--- src/rtl/random_range_sampler_pkg.sv ---
// Shared constants and FSM state encoding for the bounded random sampler.
package random_range_sampler_pkg;

  localparam int DEFAULT_OUT_W     = 10;
  localparam int DEFAULT_MAX_TRIES = 8;
  localparam int RAND_W            = 16;
  localparam int TRY_W             = 4;

  typedef enum logic [1:0] {
    ST_IDLE   = 2'd0,
    ST_SAMPLE = 2'd1,
    ST_HOLD   = 2'd2
  } state_e;

endpackage

--- src/rtl/random_range_sampler_mask.sv ---
// Combinational mask derivation: smallest 2^k-1 that covers L-1.
module range_mask_gen #(
  parameter int OUT_W = 10
) (
  input  logic [OUT_W:0]   l_i,
  output logic [OUT_W-1:0] m_o
);

  logic [OUT_W-1:0] top_val;

  // L is at most 2^OUT_W, so L-1 always fits in OUT_W bits.
  assign top_val = OUT_W'(l_i - (OUT_W+1)'(1));

  always_comb begin
    m_o = top_val;
    for (int i = 0; i < OUT_W; i++) begin
      m_o = m_o | (m_o >> 1);
    end
  end

endmodule

--- src/rtl/random_range_sampler.sv ---
// Rejection sampler: draws masked random words until one falls below the
// latched limit, falling back to C-L after MAX_TRIES misses.
module random_range_sampler
  import random_range_sampler_pkg::*;
#(
  parameter int MAX_TRIES = DEFAULT_MAX_TRIES,
  parameter int OUT_W     = DEFAULT_OUT_W
) (
  input  logic              CLK,
  input  logic              RST_N,
  input  logic [RAND_W-1:0] RAND_IN,
  input  logic              REQ,
  input  logic [OUT_W:0]    LIMIT,
  output logic [OUT_W-1:0]  RESULT,
  output logic              VALID,
  input  logic              ACK,
  output logic              BUSY,
  output logic              FALLBACK,
  output state_e            dbg_state_o
);

  localparam logic [OUT_W:0]   L_MAX        = {1'b1, {OUT_W{1'b0}}};
  localparam logic [OUT_W:0]   L_ONE        = (OUT_W+1)'(1);
  localparam logic [TRY_W-1:0] LAST_TRY     = TRY_W'(MAX_TRIES - 1);

  state_e           state_q, state_d;
  logic [OUT_W:0]   l_q, l_d, lim_eff;
  logic [TRY_W-1:0] tries_q, tries_d;
  logic             primed_q, primed_d;
  logic [OUT_W-1:0] cand_q, mask;
  logic [OUT_W-1:0] result_q, result_d;
  logic             fallback_q, fallback_d;
  logic             valid_q, busy_q;
  logic [OUT_W:0]   cand_ext;

  range_mask_gen #(.OUT_W(OUT_W)) u_mask (
    .l_i (l_q),
    .m_o (mask)
  );

  generate
    if (OUT_W < RAND_W) begin : g_unused
      logic unused_rand_bits;
      assign unused_rand_bits = ^RAND_IN[RAND_W-OUT_W-1:0];
    end
  endgenerate

  assign cand_ext = {1'b0, cand_q};

  always_comb begin
    lim_eff = LIMIT;
    if (LIMIT == '0)       lim_eff = L_ONE;
    else if (LIMIT > L_MAX) lim_eff = L_MAX;
  end

  // The first SAMPLE cycle only primes cand_q with the new mask applied.
  always_comb begin
    state_d    = state_q;
    l_d        = l_q;
    tries_d    = tries_q;
    primed_d   = primed_q;
    result_d   = result_q;
    fallback_d = fallback_q;
    case (state_q)
      ST_IDLE: begin
        if (REQ) begin
          l_d      = lim_eff;
          tries_d  = '0;
          primed_d = 1'b0;
          state_d  = ST_SAMPLE;
        end
      end
      ST_SAMPLE: begin
        if (!primed_q) begin
          primed_d = 1'b1;
        end else if (cand_ext < l_q) begin
          result_d   = cand_q;
          fallback_d = 1'b0;
          state_d    = ST_HOLD;
        end else if (tries_q == LAST_TRY) begin
          result_d   = OUT_W'(cand_ext - l_q);
          fallback_d = 1'b1;
          state_d    = ST_HOLD;
        end else begin
          tries_d = tries_q + TRY_W'(1);
        end
      end
      ST_HOLD: begin
        if (ACK) state_d = ST_IDLE;
      end
      default: state_d = ST_IDLE;
    endcase
  end

  always_ff @(posedge CLK) begin
    if (!RST_N) begin
      state_q    <= ST_IDLE;
      l_q        <= L_ONE;
      tries_q    <= '0;
      primed_q   <= 1'b0;
      cand_q     <= '0;
      result_q   <= '0;
      fallback_q <= 1'b0;
      valid_q    <= 1'b0;
      busy_q     <= 1'b0;
    end else begin
      state_q    <= state_d;
      l_q        <= l_d;
      tries_q    <= tries_d;
      primed_q   <= primed_d;
      cand_q     <= RAND_IN[RAND_W-1 -: OUT_W] & mask;
      result_q   <= result_d;
      fallback_q <= fallback_d;
      valid_q    <= (state_d == ST_HOLD);
      busy_q     <= (state_d != ST_IDLE);
    end
  end

  assign RESULT      = result_q;
  assign VALID       = valid_q;
  assign BUSY        = busy_q;
  assign FALLBACK    = fallback_q;
  assign dbg_state_o = state_q;

endmodule

--- config.mk ---
export PLATFORM = sky130hd
export DESIGN_NAME = random_range_sampler
export DESIGN_NICKNAME = d
export VERILOG_FILES = /design/src/rtl/random_range_sampler_pkg.sv /design/src/rtl/random_range_sampler_mask.sv /design/src/rtl/random_range_sampler.sv
export SDC_FILE = /design/constraint.sdc
export NUM_CORES = 1
export LEC_CHECK = 0
export ABC_CLOCK_PERIOD_IN_PS = 4150
export CORE_ASPECT_RATIO = 0.6
export CORE_MARGIN = 2
export CORE_UTILIZATION = 56
export DETAILED_ROUTE_END_ITERATION = 10
export GPL_ROUTABILITY_DRIVEN = 1
export PLACE_DENSITY = 0.85
export RECOVER_POWER = 25
export SLEW_MARGIN = 20
export SYNTH_ARGS = -nofsm -noshare
export SYNTH_HDL_FRONTEND = slang
export SYNTH_SLANG_ARGS = --single-unit
--- constraint.sdc ---
create_clock -name CLK -period 4.15 [get_ports CLK]
set_input_delay 1.0375 -clock CLK [delete_from_list [all_inputs] [get_ports CLK]]
set_output_delay 1.0375 -clock CLK [all_outputs]
set_load 0.005 [all_outputs]
Yosys cells after proc, flatten, opt, wreduce, memory -nomap -nowiden
Index checks and enable logic that the tools add are counted.
{"block": "totals", "ff_bits": 41}
{"block": "op_classes", "n_addsub": 3, "n_bitwise": 11, "eq_ne": 8, "n_reduce_logical": 9, "mux": 19, "magnitude_cmp": 2}
{"operator": "$or 10x9->10", "count": 10}
{"operator": "$mux 11", "count": 2}
{"operator": "$mux 10", "count": 2}
{"operator": "$mux 4", "count": 4}
{"operator": "$gt 11x11->1 const B", "count": 1}
{"operator": "$logic_not 11->1", "count": 1}
{"operator": "$lt 10x11->1", "count": 1}
{"operator": "$and 10x10->10", "count": 1}
{"operator": "$mux 2", "count": 5}
{"operator": "$sub 10x1->10 const B", "count": 1}
{"operator": "$sub 10x10->10", "count": 1}
{"operator": "$ne 2x2->1 const B", "count": 4}
{"operator": "$pmux 4 s2", "count": 1}
{"operator": "$pmux 2 s3", "count": 1}
{"operator": "$reduce_bool 2->1", "count": 3}
{"operator": "$reduce_and 5->1", "count": 1}
{"operator": "$add 4x1->4 const B", "count": 1}
{"operator": "$eq 2x2->1 const B", "count": 2}
{"operator": "$eq 4x3->1 const B", "count": 1}
{"operator": "$reduce_and 2->1", "count": 2}
{"operator": "$mux 1", "count": 3}
{"operator": "$reduce_and 3->1", "count": 1}
{"operator": "$eq 2x1->1 const B", "count": 1}
{"operator": "$logic_not 2->1", "count": 1}
{"operator": "$pmux 1 s2", "count": 1}

Logic depth before layout (Yosys ltp)
Gate-level depths: netlist of the first run.
{"block": "logic_depth", "ltp_word": 12, "mapped_depth": 10}

Cells and area by module
Synthesis of the first run repeated with hierarchy kept, for this count alone.
{"block": "unflattened", "cells_unflattened": 289, "area_unflattened_um2": 2508.7}
{"module": "random_range_sampler", "cells_per_inst": 232, "area_per_inst_um2": 2105.8, "instances": 1}
{"module": "range_mask_gen", "cells_per_inst": 57, "area_per_inst_um2": 402.9, "instances": 1}

Worst setup path after synthesis of the first run
No wires, ideal clock.
{"block": "synth_timing", "path_type": "flip-flop to flip-flop", "startpoint": "register l_q[4]", "endpoint": "register result_q[9], in the netlist RESULT[9]", "synth_period_minus_slack_ns": 2.326, "setup_time_ns": 0.124, "arrival_time_ns": 2.203, "path_stages_with_launch": 9, "slack_ns": 1.824, "required_ns": 4.026, "cell_sequence": "dfxtp_1 > inv_1 > ha_1 > a21o_1 > a211o_1 > o211a_1 > or4b_1 > a21oi_1 > o41ai_2"}
{"block": "synth_via", "elab_chain_len": 3, "word_cells_on_any_way": 6, "cone_classes": "add/sub: 1; order compare: 1; mux: 2; reduce/logical: 2"}
{"item": "from (decl)", "line": "random_range_sampler.sv:27", "text": "logic [OUT_W:0] l_q, l_d, lim_eff;"}
{"item": "from (signal assigned)", "line": "random_range_sampler.sv:108", "text": "l_q <= l_d;"}
{"item": "$sub 10x10->10 / $lt 10x11->1 (equally long branches)", "line": "random_range_sampler.sv:81, random_range_sampler.sv:76"}
{"item": "$mux 10 / $reduce_bool 2->1 (equally long branches)"}
{"item": "$mux 10 / $reduce_and 3->1 (equally long branches)"}
{"item": "to (signal assigned)", "line": "random_range_sampler.sv:112", "text": "result_q <= result_d;"}
{"item": "to (decl)", "line": "random_range_sampler.sv:31", "text": "logic [OUT_W-1:0] result_q, result_d;"}
Parallel ways exist; a longest one is shown, timed or not. The select of a mux whose other input is x is not followed.
A chain may end at the register's enable or synchronous reset.

Worst setup path in the final report of the first run
{"block": "layout_timing", "startpoint": "input port REQ", "endpoint": "register l_q[5]"}
{"block": "layout_via", "elab_chain_len": 1}
{"item": "from (decl)", "line": "random_range_sampler.sv:12", "text": "input logic REQ,"}
{"item": "$reduce_and 2->1 (no line)"}
Every way passes these cells.

==> results.toml, run 1 <==
[cts]
ctsHoldBuffers = 0
clkSinkCount = 41
root_buffer = "clkbuf_8"
clk_pin_slew_ns = 0.07
cts_buffer_depth = 2
clkLatencyLatePin_ns = 0.30
postCtsResizedCells = 0
cts_tree = "yes"
htreeDepth = 2
cts_setup_buffers = 0
cts_made_buffers = 5

[drt]
viasPerCell = 6.141
drc = 0
ant_nets = 0
drt-pass1-iter-count = 5
wl_per_cell_um = 15.80
routed_wl_um = 6067
via_count = 2358
drt_iter0_drc = 220

[finish]
nFillCells = 344
multi_input_area_um2 = 1480
diodes = 0
finish.utilization = 0.7065
final_area_um2 = 2928
syn_to_final_growth_pct = 19.88
nNetsFinal = 368
drive_gt1_frac = 0.07407
seqCellArea_um2 = 820.8
fin_cells = 384

[synthesis]
synth_edf_count = 0
synth_top_area_frac = 0.3361
muxShareOfSynthArea = 0.01691
ys_warn_count = 0
yosys.area_share.simple = 0.2249
ys_ff_latch = 41
synth_fa_ha_area_frac = 0.07889
synthFlopType = "dfxtp_1"
synth_cells = 290
synthXorXnorAreaFrac = 0.03945
yosysSeqAreaShare = 0.3361
synth_nets = 335
ys_top_cells_by_area = "dfxtp_1, ha_1, nor2_1"
synth_compound_area_frac = 0.2459
yosys.cell_types.count = 67
synth_top_area_cell = "dfxtp_1"
netlist_area_um2 = 2442
ys_async_sr_fraction = 0
synth_top_family_by_area = "compound AO/OA/AOI/OAI gates"
syn_avg_cell_area_um2 = 8.422

[worst_setup_path]
critPathLaunch = "REQ"
r2r-end = "RESULT[2]"
worstReg2RegStart = "l_q[4]"
critPathKind = "input pin to register"
arrival_ns = 2.97
required_ns = 4.32
cp_max_fo = 20
crit_path_end = "l_q[5]"
start_kind = "input pin"
r2r_slack_ns = 1.44
crit_path_end_kind = "register"
ff2ff_path_depth = 8

[timing]
skew_ns = 0.006068
rsz0062_at_grt = "false"
period_share = 0.6745
max_slew.worst_pin.slew_ns = 1.133
final_hold_viol_count = 0
slew_headroom = 0.2447
setup_viol = 0
min_period_ns = 2.799
max_freq_mhz = 357.2
drv_slew = 0
final.setup.tns_ns = 0

[global_routing]
track_usage = 0.2609
antenna_found_initial = 0
grt_max_degree = 23
grt_pass1_vias = 2143
grt_pass1_wl_um = 9729
grt-ovfl-total = 0

[power_and_ir_drop]
power_density_nw_per_um2 = 352.1
leakage_nw = 1.158
fin_total_pwr_w = 0.001031
ir_drop_mv = 0.2043

[floorplanning]
die-area_um2 = 4923
die-width_um = 89.26
die_y_um = 55.16
placement_rows = 18
core_um2 = 4144
start_util = 0.5894
io_pins = 46

[outcome]
status = "finished clean"

[place]
hpwl_um = 4463
numPortBuffers = 39
place_area_um2 = 2845
gp_congestion = 0.8263
dp_cells = 376

[worst_hold_path]
hold_path_depth = 2
min_path_type = "register to register"

[run]
cap_violations = 0
synth_stat cells (2+ instances only):
library cell	number
o311a_1	2
nor3_1	11
buf_2	3
o21ai_0	11
dfxtp_1	41
or4b_1	2
xor2_1	3
a22oi_1	4
nand2b_1	3
clkbuf_1	10
xnor2_1	8
o41ai_1	2
nor3b_1	6
a211oi_1	4
nor2_1	33
a311oi_1	3
ha_1	13
a41oi_1	2
a31oi_1	3
mux2i_1	3
nor4_1	6
and2_1	2
nor2b_1	3
nand2_1	21
o22ai_1	2
o21a_1	3
a21oi_1	19
and3_1	4
nand4_1	2
o211a_1	3
or2_2	2
nand3_1	4
a21o_1	3
inv_1	16
stage by stage:
step	hold slack, ns	setup slack [ns]
floorplan	0.4344	1.824
global placement	0.4540	1.509
detailed placement	0.4611	1.454
CTS	0.4755	1.494
global route	0.5051	1.148
finish	0.4737	1.351
worst min-delay path by stage:
stage / endpoint / start
6_report: FALLBACK / FALLBACK
2_1_floorplan: dbg_state_o[0] / primed_q
4_1_cts: dbg_state_o[0] / primed_q
5_1_grt: dbg_state_o[0] / primed_q
3_5_place_dp: FALLBACK / FALLBACK
3_3_place_gp: dbg_state_o[0] / primed_q
cells in the final DEF, fill, tap and decap left out, types with 4 or more instances in the layout:
master / netlist / final
nand3_1: 4 / 4
nor4_1: 6 / 6
clkbuf_8: 1 / 5
inv_1: 16 / 16
clkdlybuf4s50_1: 0 / 31
o21ai_0: 11 / 11
nor3_1: 11 / 11
xnor2_1: 8 / 8
a22oi_1: 4 / 4
nor2_1: 33 / 33
dlygate4sd3_1: 0 / 8
and3_1: 4 / 4
a21oi_1: 19 / 19
nand2_1: 21 / 21
nor3b_1: 6 / 6
a211oi_1: 4 / 4
ha_1: 13 / 13
dfxtp_1: 41 / 41
flip-flops by register name, summed over array words and instances, names as in the netlist:
register     count
BUSY             1
FALLBACK         1
RESULT          10
VALID            1
cand_q          10
dbg_state_o      2
l_q             11
primed_q         1
tries_q          4
cells by family after synthesis:
group,Yosys count
AND/OR/NAND/NOR,107
AO/OA/AOI/OAI,80
flip-flops,41
buffers and inverters,32
adder cells (fa/ha/maj),15
XOR/XNOR,11
multiplexers,4
critical path, cell delays in order:
cell and delay (ns):
clkdlybuf4s50_1 0.44, nand2b_1 0.11, or2_0 0.86, a21oi_1 0.23, a22oi_1 0.23, nor2_1 0.06
report_power, final:
group | internal (W) | switching (W) | total, W
logic | 0.000148 | 0.000195 | 0.000344
registers | 0.000415 | 0.0000211 | 0.000436
clock network | 0.000117 | 0.000134 | 0.000251
total | 0.000680 | 0.000351 | 0.00103
metal layers:
metal	routed length, um	track usage
met5	0	0
met4	68	0.07960
met3	476	0.05193
met2	2649	0.4111
met1	2872	0.3646
cell type report:
| cell class | count | area share |
|---|---|---|
| multi-input cells | 217 | 0.5056 |
| clock buffers | 6 | 0.02479 |
| clock inverters | 2 | 0.003419 |
| well taps | 60 | 0.02564 |
| flip-flops and latches | 41 | 0.2803 |
| repair buffers | 41 | 0.1385 |
| inverters | 17 | 0.02179 |
No activity file was read; power rests on OpenSTA's default activity.
==> run 2: changes to the inputs <==
ABC_CLOCK_PERIOD_IN_PS = 2600   (was 4150)
CORE_UTILIZATION = 52   (was 56)
PLACE_DENSITY = 0.8   (was 0.85)
clock period = 2.6 ns   (was 4.15 ns; I/O delays follow)
==> results.toml, run 2 (synthesis gave the netlist of run 1 again) <==
[outcome]
status = "finished clean"

[global_routing]
grt_pass1_vias = 2191
track_usage = 0.2430
grt_max_degree = 23
grt_pass1_wl_um = 10310
grt-ovfl-total = 0
antenna_found_initial = 0

[finish]
diodes = 0
largest_reg_flops = 11
nNetsFinal = 381
multi_input_area_um2 = 1480
finish.utilization = 0.6724
final_cell_mix = "dfxtp_1, nor2_1, clkdlybuf4s50_1"
seqCellArea_um2 = 820.8
syn_to_final_growth_pct = 25.00
mostFrequentLayoutCell = "dfxtp_1"
fin_cells = 400
nFillCells = 394
regMostFlops = "l_q"
drive_gt1_frac = 0.1098

[place]
numPortBuffers = 39
hpwl_um = 4574
gp_congestion = 0.8814
pre_cts_ws_ns = 0.1793
dp_cells = 392

[drt]
viasPerCell = 5.758
via_count = 2303
wl_per_cell_um = 14.96
routed_wl_um = 5985
drt-pass1-iter-count = 4
drc = 0
ant_nets = 0
drt_iter0_drc = 189

[cts]
cts_made_buffers = 5
clkSinkCount = 41
root_buffer = "clkbuf_8"
postCtsResizedCells = 0
cts_buffer_depth = 2
clk_pin_slew_ns = 0.08
clkLatencyLatePin_ns = 0.30
htreeDepth = 2
cts_tree = "yes"

[timing]
final.setup.tns_ns = 0
drv_slew = 0
period_share = 0.9460
min_period_ns = 2.460
final_hold_viol_count = 0
skew_ns = 0.006775
max_freq_mhz = 406.6
rsz0062_at_grt = "false"
final.setup.worst_slack_ns = 0.1405
setup_viol = 0
slew_headroom = 0.5835
max_slew.worst_pin.slew_ns = 0.6225

[run]
cap_violations = 0

[worst_setup_path]
cp_max_fo = 7
start_kind = "register"
required_ns = 2.83
arrival_ns = 2.69
crit_path_end_kind = "register"
critPathKind = "register to register"

[floorplanning]
core_um2 = 4541
die-area_um2 = 5279
placement_rows = 19
die-width_um = 92.48
start_util = 0.5379
io_pins = 46
die_y_um = 57.09

[power_and_ir_drop]
leakage_nw = 1.235
power_density_nw_per_um2 = 573.0
fin_total_pwr_w = 0.001749
ir_drop_mv = 0.3829

[worst_hold_path]
min_path_type = "register to register"
## run 2: report_power, final
group          total (W)  switching, W  internal, W
clock network   0.000465      0.000225     0.000240
registers       0.000688     0.0000253     0.000663
logic           0.000596      0.000321     0.000275
total            0.00175      0.000571      0.00118
## run 2: final timing paths
check | cells after the start | startpoint | endpoint | slack (ns)
min reg2reg | 1 | primed_q | dbg_state_o[0] | 0.46
max | 9 | l_q[2] | tries_q[3] | 0.14
max reg2reg | 9 | l_q[2] | tries_q[3] | 0.14
min | 1 | primed_q | dbg_state_o[0] | 0.46
## run 2: critical path, cell delays in order (launching register included)
cell and delay (ns):
dfxtp_1 0.34, inv_1 0.10, ha_1 0.34, nor2_1 0.09, a211oi_4 0.31, o2111a_2 0.33
o21ai_4 0.12, buf_12 0.16, or4_1 0.45, a21oi_1 0.14
## run 2: layout make-up
cell class,count,area share
inverters,17,0.02090
well taps,63,0.02582
multi-input cells,217,0.4848
repair buffers,54,0.1664
clock buffers,7,0.03156
clock inverters,1,0.001639
flip-flops and latches,41,0.2689
## run 2: metal layers
layer,wire (um),vias to the layer above,track usage
met5,0,-,0
met4,48,0,0.04904
met1,2967,1066,0.3615
li1,-,1151,-
met2,2521,79,0.3712
met3,447,7,0.04624
## run 2: what timing repair did
action / CTS / global route
hold buffers: 0 / 0
endpoints found under the setup margin: 0 / 1
setup buffers: 0 / 0
## run 2: metrics by stage
| step | hold slack [ns] | instance area (um^2) |
|---|---|---|
| CTS | 0.4606 | 3060 |
| detailed placement | 0.4565 | 2959 |
| finish | 0.4614 | 3053 |
| global placement | 0.4522 | 2959 |
| global route | 0.4736 | 3053 |
| floorplan | 0.4344 | 2442 |
==> run 3: changes to the inputs <==
ABC_CLOCK_PERIOD_IN_PS = not set   (was 2600)
CORE_UTILIZATION = 30   (was 52)
PLACE_DENSITY = not set   (was 0.8)
==> results.toml, run 3 (synthesis gave the netlist of run 1 again) <==
[timing]
final_hold_viol_count = 0
max_slew.worst_pin.slew_ns = 0.4929
slew_headroom = 0.6702
skew_ns = 0.002678
period_share = 0.9498
drv_slew = 0
min_period_ns = 2.470
max_freq_mhz = 404.9
setup_viol = 0
final.setup.tns_ns = 0
rsz0062_at_grt = "false"

[worst_setup_path]
crit_path_end_kind = "register"
arrival_ns = 2.63
cp_max_fo = 7
r2r_slack_ns = 0.13
required_ns = 2.76
start_kind = "register"
critPathKind = "register to register"

[power_and_ir_drop]
clkPwrFrac = 0.315
pwr-share-seq = 0.367
p_sw_frac = 0.3181
leakage_nw = 1.249
ir_drop_mv = 0.2454
power_switching_w = 0.0006002
intPower_w = 0.001287
combPwrFrac = 0.317
power_density_nw_per_um2 = 598.5

[cts]
clk_pin_slew_ns = 0.06
cts_buffer_depth = 2
root_buffer = "clkbuf_16"
htreeDepth = 2
cts_tree = "yes"
clkSinkCount = 41
ctsHoldBuffers = 0
clkLatencyLatePin_ns = 0.28
cts_made_buffers = 5

[floorplanning]
start_util = 0.3098
die_y_um = 73.89
core_um2 = 7883
io_pins = 46
die-width_um = 120.5
die-area_um2 = 8903
placement_rows = 25

[finish]
final_cell_mix = "dfxtp_1, nor2_1, clkdlybuf4s50_1"
regMostFlops = "l_q"
nNetsFinal = 382
syn_to_final_growth_pct = 29.10
mostFrequentLayoutCell = "dfxtp_1"
finish.utilization = 0.4000
largest_reg_flops = 11
drive_gt1_frac = 0.1154
diodes = 0

[global_routing]
grt-ovfl-total = 0
grt_pass1_vias = 2141
antenna_found_initial = 0
grt_pass1_wl_um = 10960
track_usage = 0.1584
grt_max_degree = 23

[drt]
via_count = 2301
drt-pass1-iter-count = 4
viasPerCell = 5.159
drt_iter0_drc = 155
ant_nets = 0
drc = 0
routed_wl_um = 6633
wl_per_cell_um = 14.87

[worst_hold_path]
min_path_type = "register to register"

[outcome]
status = "finished clean"

[place]
numPortBuffers = 39
gp_congestion = 0.8270
hpwl_um = 4923

[run]
cap_violations = 0
run 3: cell count changes in the layout (fill, tap and decap cells not counted):
cell,change
dlygate4sd3_1,-1
buf_12,-1
clkdlybuf4s50_1,+1
clkbuf_16,+5
o21a_2,+1
o21ai_4,+1
clkbuf_1,+1
clkbuf_8,-7
buf_4,+1
o21a_1,-1
dfxtp_1,-1
dfxtp_2,+1
clkinv_2,+1
run 3: worst max-delay path: stages (launching register included):
cell	delay [ns]
dfxtp_1	0.32
inv_1	0.09
ha_1	0.35
a21o_1	0.25
a211o_1	0.31
o2111a_2	0.35
o21ai_4	0.28
and2_2	0.28
a311oi_1	0.10
run 3: final cells by class:
type	count	area, um^2
Multi-Input combinational cell	218	1498
Tap cell	108	135.1
Clock inverter	2	10.01
Inverter	17	63.81
Timing Repair Buffer	54	495.5
Fill cell	813	4730
Clock buffer	6	128.9
Sequential cell	41	822.0
run 3: power by group through the flow:
stage                     Combinational, W  Clock (W)  Sequential (W)
final                             0.000599   0.000595        0.000693
after global routing              0.000668   0.000644        0.000698
after CTS                         0.000559   0.000613        0.000693
after detailed placement          0.000554          0        0.000707
after global placement            0.000544          0        0.000706
after floorplan                   0.000409          0        0.000699
run 3: timing repair:
action	4_1_cts	5_1_grt
setup endpoints to repair	0	9
buffers inserted	0	3
resized for setup	0	3
run 3: layer usage:
| metal | up-vias | routed length, um | global-route usage |
|---|---|---|---|
| met5 | - | 0 | 0 |
| met4 | 0 | 51 | 0.03488 |
| met3 | 5 | 535 | 0.03960 |
| met2 | 69 | 2551 | 0.2254 |
| met1 | 1074 | 3495 | 0.2377 |
| li1 | 1153 | - | - |
run 3: final timing paths:
path	startpoint	to	cells after the start
setup / recovery	l_q[4]	RESULT[2]	8
hold / removal	FALLBACK	FALLBACK	2
setup reg to reg	l_q[4]	RESULT[2]	8
hold reg to reg	FALLBACK	FALLBACK	2
run 3: through the flow:
step                instances  cell area (um^2)  power [W]  setup slack [ns]  hold slack [ns]
floorplan                 290              2442   0.001108            0.2735           0.4344
global placement          434              2980   0.001250            0.1569           0.4553
detailed placement        434              2980   0.001261            0.1392           0.4624
CTS                       442              3119   0.001865            0.1160           0.4736
global route              446              3153   0.002011        0.00004752           0.4876
finish                    446              3153   0.001887            0.1305           0.4700
